[src/rtl/acc_input_fifo.sv]
// ---------------------------------------------------------------------------
// acc_input_fifo
//
// Input-side buffer for the double accumulator core. A producer pushes 16-bit
// words via a valid/ready handshake; the block keeps them in a
// first-word-fall-through FIFO and presents the head word on ACCInput. The
// core pulses rd_pop on the cycle it writes ACCInput into its register file,
// which consumes the head word.
//
// Ports:
//   CLK       in   system clock, rising edge
//   RST       in   asynchronous active-low reset
//   wr_valid  in   producer has a word on wr_data
//   wr_data   in   [15:0] word to push
//   wr_ready  out  FIFO can accept a word this cycle (= !in_full)
//   rd_pop    in   core consumed the head word this cycle
//   ACCInput  out  [15:0] head word, or EMPTY_VALUE when empty
//   in_empty  out  FIFO holds 0 entries
//   in_full   out  FIFO holds DEPTH entries
//   count     out  [AW:0] number of stored entries
//   ovf_err   out  sticky: push attempted while full
//   unf_err   out  sticky: pop attempted while empty
//   clr_err   in   synchronous clear of both sticky flags (a new event wins)
// ---------------------------------------------------------------------------
module acc_input_fifo #(
    parameter int          DEPTH       = 8,
    parameter logic [15:0] EMPTY_VALUE = 16'h0000,
    localparam int         AW          = $clog2(DEPTH)
) (
    input  logic          CLK,
    input  logic          RST,
    input  logic          wr_valid,
    input  logic [15:0]   wr_data,
    output logic          wr_ready,
    input  logic          rd_pop,
    output logic [15:0]   ACCInput,
    output logic          in_empty,
    output logic          in_full,
    output logic [AW:0]   count,
    output logic          ovf_err,
    output logic          unf_err,
    input  logic          clr_err
);

    localparam logic [AW:0] DEPTH_C = (AW+1)'(DEPTH);
    localparam logic [AW:0] ONE_C   = (AW+1)'(1);
    localparam logic [AW-1:0] PTR_ONE_C = AW'(1);

    logic [15:0]   mem_q [DEPTH];
    logic [AW-1:0] wr_ptr_q, wr_ptr_d;
    logic [AW-1:0] rd_ptr_q, rd_ptr_d;
    logic [AW:0]   count_q,  count_d;
    logic          ovf_q,    ovf_d;
    logic          unf_q,    unf_d;

    logic          empty_s;
    logic          full_s;
    logic          push_s;
    logic          pop_s;
    logic [15:0]   acc_s;

    // Flags and handshake derived only from registered count.
    always_comb begin
        empty_s = (count_q == {(AW+1){1'b0}});
        full_s  = (count_q == DEPTH_C);
        push_s  = wr_valid & ~full_s;
        pop_s   = rd_pop & ~empty_s;
    end

    // Next-state computation for pointers, occupancy and sticky error flags.
    always_comb begin
        wr_ptr_d = wr_ptr_q;
        rd_ptr_d = rd_ptr_q;
        count_d  = count_q;
        ovf_d    = ovf_q;
        unf_d    = unf_q;

        // Pointers wrap naturally because DEPTH is a power of two.
        if (push_s) begin
            wr_ptr_d = wr_ptr_q + PTR_ONE_C;
        end else begin
            wr_ptr_d = wr_ptr_q;
        end

        if (pop_s) begin
            rd_ptr_d = rd_ptr_q + PTR_ONE_C;
        end else begin
            rd_ptr_d = rd_ptr_q;
        end

        case ({push_s, pop_s})
            2'b10:   count_d = count_q + ONE_C;
            2'b01:   count_d = count_q - ONE_C;
            default: count_d = count_q;
        endcase

        // A fresh error event takes priority over a same-cycle clear.
        if (wr_valid && full_s) begin
            ovf_d = 1'b1;
        end else if (clr_err) begin
            ovf_d = 1'b0;
        end else begin
            ovf_d = ovf_q;
        end

        if (rd_pop && empty_s) begin
            unf_d = 1'b1;
        end else if (clr_err) begin
            unf_d = 1'b0;
        end else begin
            unf_d = unf_q;
        end
    end

    // Control state registers with asynchronous reset.
    always_ff @(posedge CLK or negedge RST) begin
        if (!RST) begin
            wr_ptr_q <= {AW{1'b0}};
            rd_ptr_q <= {AW{1'b0}};
            count_q  <= {(AW+1){1'b0}};
            ovf_q    <= 1'b0;
            unf_q    <= 1'b0;
        end else begin
            wr_ptr_q <= wr_ptr_d;
            rd_ptr_q <= rd_ptr_d;
            count_q  <= count_d;
            ovf_q    <= ovf_d;
            unf_q    <= unf_d;
        end
    end

    // Storage array; intentionally not reset, data is qualified by count.
    always_ff @(posedge CLK) begin
        if (push_s) begin
            mem_q[wr_ptr_q] <= wr_data;
        end
    end

    // Head word falls through to the output; EMPTY_VALUE masks stale storage.
    always_comb begin
        if (empty_s) begin
            acc_s = EMPTY_VALUE;
        end else begin
            acc_s = mem_q[rd_ptr_q];
        end
    end

    assign ACCInput = acc_s;
    assign in_empty = empty_s;
    assign in_full  = full_s;
    assign wr_ready = ~full_s;
    assign count    = count_q;
    assign ovf_err  = ovf_q;
    assign unf_err  = unf_q;

endmodule

[config.mk]
export PLATFORM = sky130hd
export DESIGN_NAME = acc_input_fifo
export DESIGN_NICKNAME = d
export VERILOG_FILES = /design/src/rtl/acc_input_fifo.sv
export SDC_FILE = /design/constraint.sdc
export NUM_CORES = 1
export LEC_CHECK = 0
export BUFFER_PORTS_ARGS = -buffer_cell sky130_fd_sc_hd__buf_2
export CAP_MARGIN = 0
export CORE_UTILIZATION = 35
export DETAILED_ROUTE_END_ITERATION = 10
export HOLD_SLACK_MARGIN = 0.03
export PLACE_DENSITY_LB_ADDON = 0.3
export SLEW_MARGIN = 20
export SYNTH_ARGS = -nofsm -noshare
export SYNTH_HDL_FRONTEND = slang
export SYNTH_SLANG_ARGS = --single-unit
[constraint.sdc]
create_clock -name CLK -period 5.3 [get_ports CLK]
set_input_delay 0 -clock CLK [delete_from_list [all_inputs] [get_ports CLK]]
set_output_delay 0 -clock CLK [all_outputs]
set_load 0.02 [all_outputs]
==> flow_summary.yaml, run 1 <==
power:
  p_leak_uw: 0.00240
  peakVddDrop_uv: 231
  powerDensity_nw_per_um2: 565
final_layout:
  areaGrowthSynthToFinish_pct: 22.8
  drive_above_1_share_pct: 33.3
  final_nets: 382
  antennaDiodeCount: 0
  fin_cells: 580
grt:
  grt_start_max_net_pins: 35
  overflow: 0
  grt_pass1_vias: 2879
  grt_use_total_pct: 13.9
  grt_pass1_wl_mm: 16.2
  antenna_found_initial: 0
job:
  max_cap_viol_count: 0
outcome:
  outcome: "complete, no violations"
die:
  dieArea_um2: 16400
  num_rows: 45
  ios: 46
  core_area_um2: 15300
  start_util_pct: 36.2
  die_w_um: 128
  die_h_um: 128
clock_tree:
  clockBufferDepth: 2
  cts_resized: 0
  htreeDepth: 4
  cts_root_buffer: "clkbuf_16"
  cts_setup_buffers: 0
  numCtsBuffers: 17
  postCtsHoldBufs: 21
  clock_latency_ns: 0.41
  clkSlewWorstSetupHoldPaths_ns: 0.06
  cts_tree: "built"
  clkSinkCount: 140
critical_path:
  crit_path_end_kind: "flop"
  reg2regPathDepth: 10
  crit_path_start_kind: "flop"
  regToRegSetupSlack_ns: 2.80
  worstPathMaxFanout: 7
  cp.required_ns: 5.59
  rr_endpoint: "count[2]"
  worstPathArrival_ns: 2.79
  crit_type: "flop to flop"
  r2r-start: "count[2]"
timing:
  worst_slew_pin_slew_ns: 0.873
  relSlewSlack_pct: 41.8
  min_period_ns: 2.50
  finalHoldViolCount: 0
  fmax_ghz: 0.400
  slew_violations: 0
  finalCritPeriodShare_pct: 47.2
  rsz0062_at_grt: "no"
  whs_ns: 0.0678
  setup_viol: 0
  clock_skew_ns: 0.00857
  tns_ns: 0
detailed_routing:
  wl_per_cell_um: 17.7
  totalWireLength_mm: 10.3
  vias_per_cell: 4.71
  drt-pass1-iter-count: 4
  drc_errors: 0
  ant_nets: 0
  vias: 2730
  drt_iter0_markers: 192
synth:
  synth_edf_count: 128
  yosysSeqAreaShare_pct: 74.7
  syn_nets: 298
  syn_inst: 272
  ys_seq_elements: 140
  synth_ff_type: "edfxtp_1"
  yosysWarnings: 0
  synth_cell_type_count: 31
  async_reset_ff_share_pct: 8.57
  synth.avg_cell_area_um2: 20.4
  netlist_area_um2: 5550
hold_path:
  min_to: "rd_ptr_q[0]"
  worstHoldPathCells: 3
  worstHoldStart: "rd_pop"
  holdCritPathClass: "primary input to flop"
place:
  place_inst: 527
  dp_hpwl_mm: 5.67
  place_congestion: 0.690
  port_buffers: 45
[worst max-delay path by stage]
stage / slack [ns] / start / to / depth (start not counted)
2_1_floorplan: 2.65 / count[0] / mem_q[1][0] / 4
3_5_place_dp: 2.80 / count[2] / count[2] / 10
3_3_place_gp: 2.84 / count[2] / count[2] / 10
6_report: 2.80 / count[2] / count[2] / 10
5_1_grt: 2.61 / count[2] / count[2] / 10
4_1_cts: 2.79 / count[2] / count[2] / 10
[worst max-delay path: stages (launching register included)]
cell	delay, ns
dfrtp_1	0.47
or4b_4	0.58
and2_4	0.20
inv_2	0.08
ha_1	0.26
xor2_1	0.11
ha_1	0.19
a21oi_1	0.14
xor2_1	0.16
nor2_1	0.06
xor2_1	0.14
[report_power, final]
group,switching (uW),internal [uW]
sequential,141,1400
combinational,668,545
clock,410,682
[Yosys cell counts (2+ instances only)]
library cell / n / area (um^2)
a21oi_1: 2 / 10.0
buf_1: 2 / 7.51
buf_2: 6 / 30.0
buf_4: 3 / 22.5
dfrtp_1: 12 / 300
edfxtp_1: 128 / 3840
ha_1: 5 / 62.6
inv_1: 3 / 11.3
mux2i_1: 16 / 160
mux4_2: 32 / 721
nand2_1: 10 / 37.5
nand2b_1: 3 / 18.8
nor2_1: 24 / 90.1
nor3_1: 2 / 10.0
o21ai_0: 2 / 10.0
xnor2_1: 3 / 26.3
xor2_1: 5 / 43.8
[through the flow]
| step | util [%] | worst slack (ns) | instance area [um^2] | total power, uW |
|---|---|---|---|---|
| after global routing | 44.5 | 2.61 | 6810 | 4050 |
| after detailed placement | 39.6 | 2.80 | 6060 | 2800 |
| after CTS | 44.5 | 2.79 | 6810 | 3910 |
| after floorplan | - | 2.65 | 5550 | 2420 |
| after global placement | 39.6 | 2.84 | 6060 | 2780 |
| final | 44.5 | 2.80 | 6810 | 3850 |
[state kept, by name (all words and copies together) (netlist names)]
signal / flops
wr_ptr_q: 3
mem_q: 128
rd_ptr_q: 3
unf_err: 1
ovf_err: 1
count: 4
[area by class of cell]
class / count / area [um^2]
repair buffers: 77 / 518
clock buffers: 22 / 444
fillers: 1369 / 8500
multi-input cells: 116 / 1330
well taps: 211 / 264
inverters: 4 / 15.0
flip-flops and latches: 140 / 4150
clock inverters: 10 / 98.8
[logic make-up after synthesis]
| family | count (synthesis) | synth area share, % |
|---|---|---|
| AO/OA/AOI/OAI | 6 | 0.677 |
| buffers and inverters | 16 | 1.56 |
| multiplexers | 50 | 16.4 |
| adder cells (fa/ha/maj) | 5 | 1.13 |
| flip-flops | 140 | 74.7 |
| XOR/XNOR | 8 | 1.26 |
| AND/OR/NAND/NOR | 47 | 4.31 |
[layer usage]
layer  up-vias  GRT usage, %  part of all wire, %  routed length (um)
met2        47          22.0                   48                4950
met4         0          5.81                  1.2                 125
met1      1418          18.5                   47                4860
met5         -             0                    0                   0
met3        11          3.26                  3.3                 336
li1       1254             -                    -                   -
[cell usage in the layout (no fill, tap or decap), drive strengths merged, types with 2 or more instances in the layout]
| master | n |
|---|---|
| dfrtp | 12 |
| a21oi | 2 |
| mux4 | 32 |
| clkinvlp | 2 |
| buf | 56 |
| nand2 | 11 |
| edfxtp | 128 |
| inv | 4 |
| dlygate4sd3 | 21 |
| mux2 | 2 |
| ha | 5 |
| mux2i | 16 |
| xor2 | 5 |
| xnor2 | 3 |
| bufinv | 2 |
| nor2 | 24 |
| clkbuf | 22 |
| o21ai | 2 |
| nand2b | 4 |
| nor3 | 2 |
| clkinv | 6 |
No activity file was read; power rests on OpenSTA's default activity.
==> inputs of run 2 (changes only) <==
==> constraint.sdc (replaced) <==
create_clock -name CLK -period 2.4 [get_ports CLK]
set_input_delay 0 -clock CLK [delete_from_list [all_inputs] [get_ports CLK]]
set_output_delay 0 -clock CLK [all_outputs]
set_load 0.02 [all_outputs]
==> run 2 against run 1 <==
  * Die area unchanged
  * Wire length down 0.22%
  * Power up 130%
  * Global-route usage up 0.24 points
  * Sequential cell count unchanged
  * Setup slack worse by 2.7 ns
  * Largest cell class unchanged
  * Sequential share of layout area down 1.6 points
  * Combinational power up 150%
  * Non-clock buffer count up 8
  * Clock power up 140%
  * Clock skew down 0.0027 ns
  * Highest routed layer unchanged
==> flow_summary.yaml, run 2 (synthesis results as in run 1) <==
critical_path:
  worst-path-buf-inv: 1
  crit_path_start_kind: "flop"
  worstPathMaxFanout: 5
  cp.required_ns: 2.73
  crit_type: "flop to flop"
  worstPathArrival_ns: 2.60
  crit_family: "simple AND/OR/NAND/NOR gates"
  reg2regPathDepth: 10
  cp_slowest_stage_delay_ns: 0.54
  cp_num_cells: 10
  regToRegSetupSlack_ns: 0.14
  crit_slowest_cell: "or4b_4"
  critPathMostFrequentCell: "xor2_1"
  crit_path_end_kind: "flop"
  cp_cell_sequence: "or4b_4, and2_4, inv_4, ha_4, xor2_1, ha_2, a21oi_2, xor2_1, nor2_1, xor2_1"
place:
  dp_hpwl_mm: 5.87
  place_congestion: 0.702
  port_buffers: 45
hold_path:
  worstHoldPathCells: 3
  holdCritPathClass: "primary input to flop"
clock_tree:
  clockBufferDepth: 2
  numCtsBuffers: 17
  clkSinkCount: 140
  cts_root_buffer: "clkbuf_16"
  clkSlewWorstSetupHoldPaths_ns: 0.06
  cts_tree: "built"
  htreeDepth: 4
  clock_latency_ns: 0.42
die:
  core_area_um2: 15300
  die_h_um: 128
  ios: 46
  die_w_um: 128
  start_util_pct: 36.2
  dieArea_um2: 16400
  num_rows: 45
final_layout:
  largest-register: "mem_q"
  antennaDiodeCount: 0
  final_core_util_pct: 45.7
  drive_above_1_share_pct: 38.2
  fillCellCount: 1333
  multi_input_area_um2: 1350
  areaGrowthSynthToFinish_pct: 26.3
  regArea_um2: 4150
  largest_reg_flops: 128
  layout.cells.most_common: "edfxtp_1"
  final_nets: 390
  layout_common_cells: "edfxtp_1, buf_2, mux4_2"
job:
  max_cap_viol_count: 0
grt:
  grt_pass1_wl_mm: 16.3
  grt_use_total_pct: 14.1
  grt_start_max_net_pins: 35
  grt_pass1_vias: 3008
  antenna_found_initial: 0
  overflow: 0
timing:
  finalHoldViolCount: 0
  setup_viol: 0
  finalCritPeriodShare_pct: 94.4
  fmax_ghz: 0.442
  slew_violations: 0
  tns_ns: 0
  relSlewSlack_pct: 61.4
  rsz0062_at_grt: "no"
  min_period_ns: 2.26
  clock_skew_ns: 0.00588
  worst_slew_pin_slew_ns: 0.577
detailed_routing:
  totalWireLength_mm: 10.3
  drt_iter0_markers: 173
  vias: 2760
  drc_errors: 0
  wl_per_cell_um: 17.4
  vias_per_cell: 4.69
  ant_nets: 0
  drt-pass1-iter-count: 4
outcome:
  outcome: "complete, no violations"
power:
  peakVddDrop_uv: 626
  powerDensity_nw_per_um2: 1270
  p_leak_uw: 0.00248
[run 2: cell count changes in the layout (fill, tap and decap cells not counted), sizes merged]
cell      delta
clkinvlp     +1
clkinv       -2
clkbuf       -3
buf          +8
bufinv       +1
inv          +3
[run 2: metrics by stage]
stage	total power, uW	hold WS, ns	worst slack (ns)	cells	cell area, um^2
2_1_floorplan	5370	-0.296	0.0186	272	5570
3_3_place_gp	6300	-0.103	0.182	533	6170
3_5_place_dp	6360	-0.102	0.0774	533	6170
4_1_cts	9020	0.0555	0.0648	586	6980
5_1_grt	9370	0.0876	0.00393	588	7000
6_report	8900	0.0788	0.135	588	7000
[run 2: what timing repair did]
action	CTS	global route
setup endpoints to repair	0	1
hold buffers	21	0
endpoints found under the hold margin	144	0
resized for setup	0	3
buffers inserted	0	2
[run 2: path summary, 6_finish.rpt]
kind / to / from
worst min-delay path: rd_ptr_q[0] / rd_pop
min in group asynchronous: count[2] / RST
worst max-delay path: count[2] / count[2]
worst min register to register: ovf_err / ovf_err
max in group asynchronous: rd_ptr_q[0] / RST
worst max register to register: count[2] / count[2]
[run 2: worst register-to-register path: stages (launching register included)]
cell     delay (ns)
dfrtp_2        0.40
or4b_4         0.54
and2_4         0.18
inv_4          0.08
ha_4           0.16
xor2_1         0.17
ha_2           0.20
a21oi_2        0.04
xor2_1         0.15
nor2_1         0.13
xor2_1         0.15
[run 2: power breakdown]
group	internal (uW)	leakage (uW)	switching, uW	total (uW)
registers	3100	0.00130	196	3300
clock network	1640	0.000284	974	2610
logic	1370	0.000894	1620	2990
[run 2: cell type report]
type / instances / share of cell area [%]
sequential: 140 / 59.2
multi-input combinational: 116 / 19.2
timing repair buffer: 85 / 8.97
clock buffer: 19 / 6.18
tap: 211 / 3.77
clock inverter: 13 / 2.38
inverter: 4 / 0.250
[run 2: per-layer routing]
metal	global-route usage, %	wire length [um]
met3	3.84	333
met2	23.7	5290
met5	0	0
met1	16.9	4430
met4	6.92	208
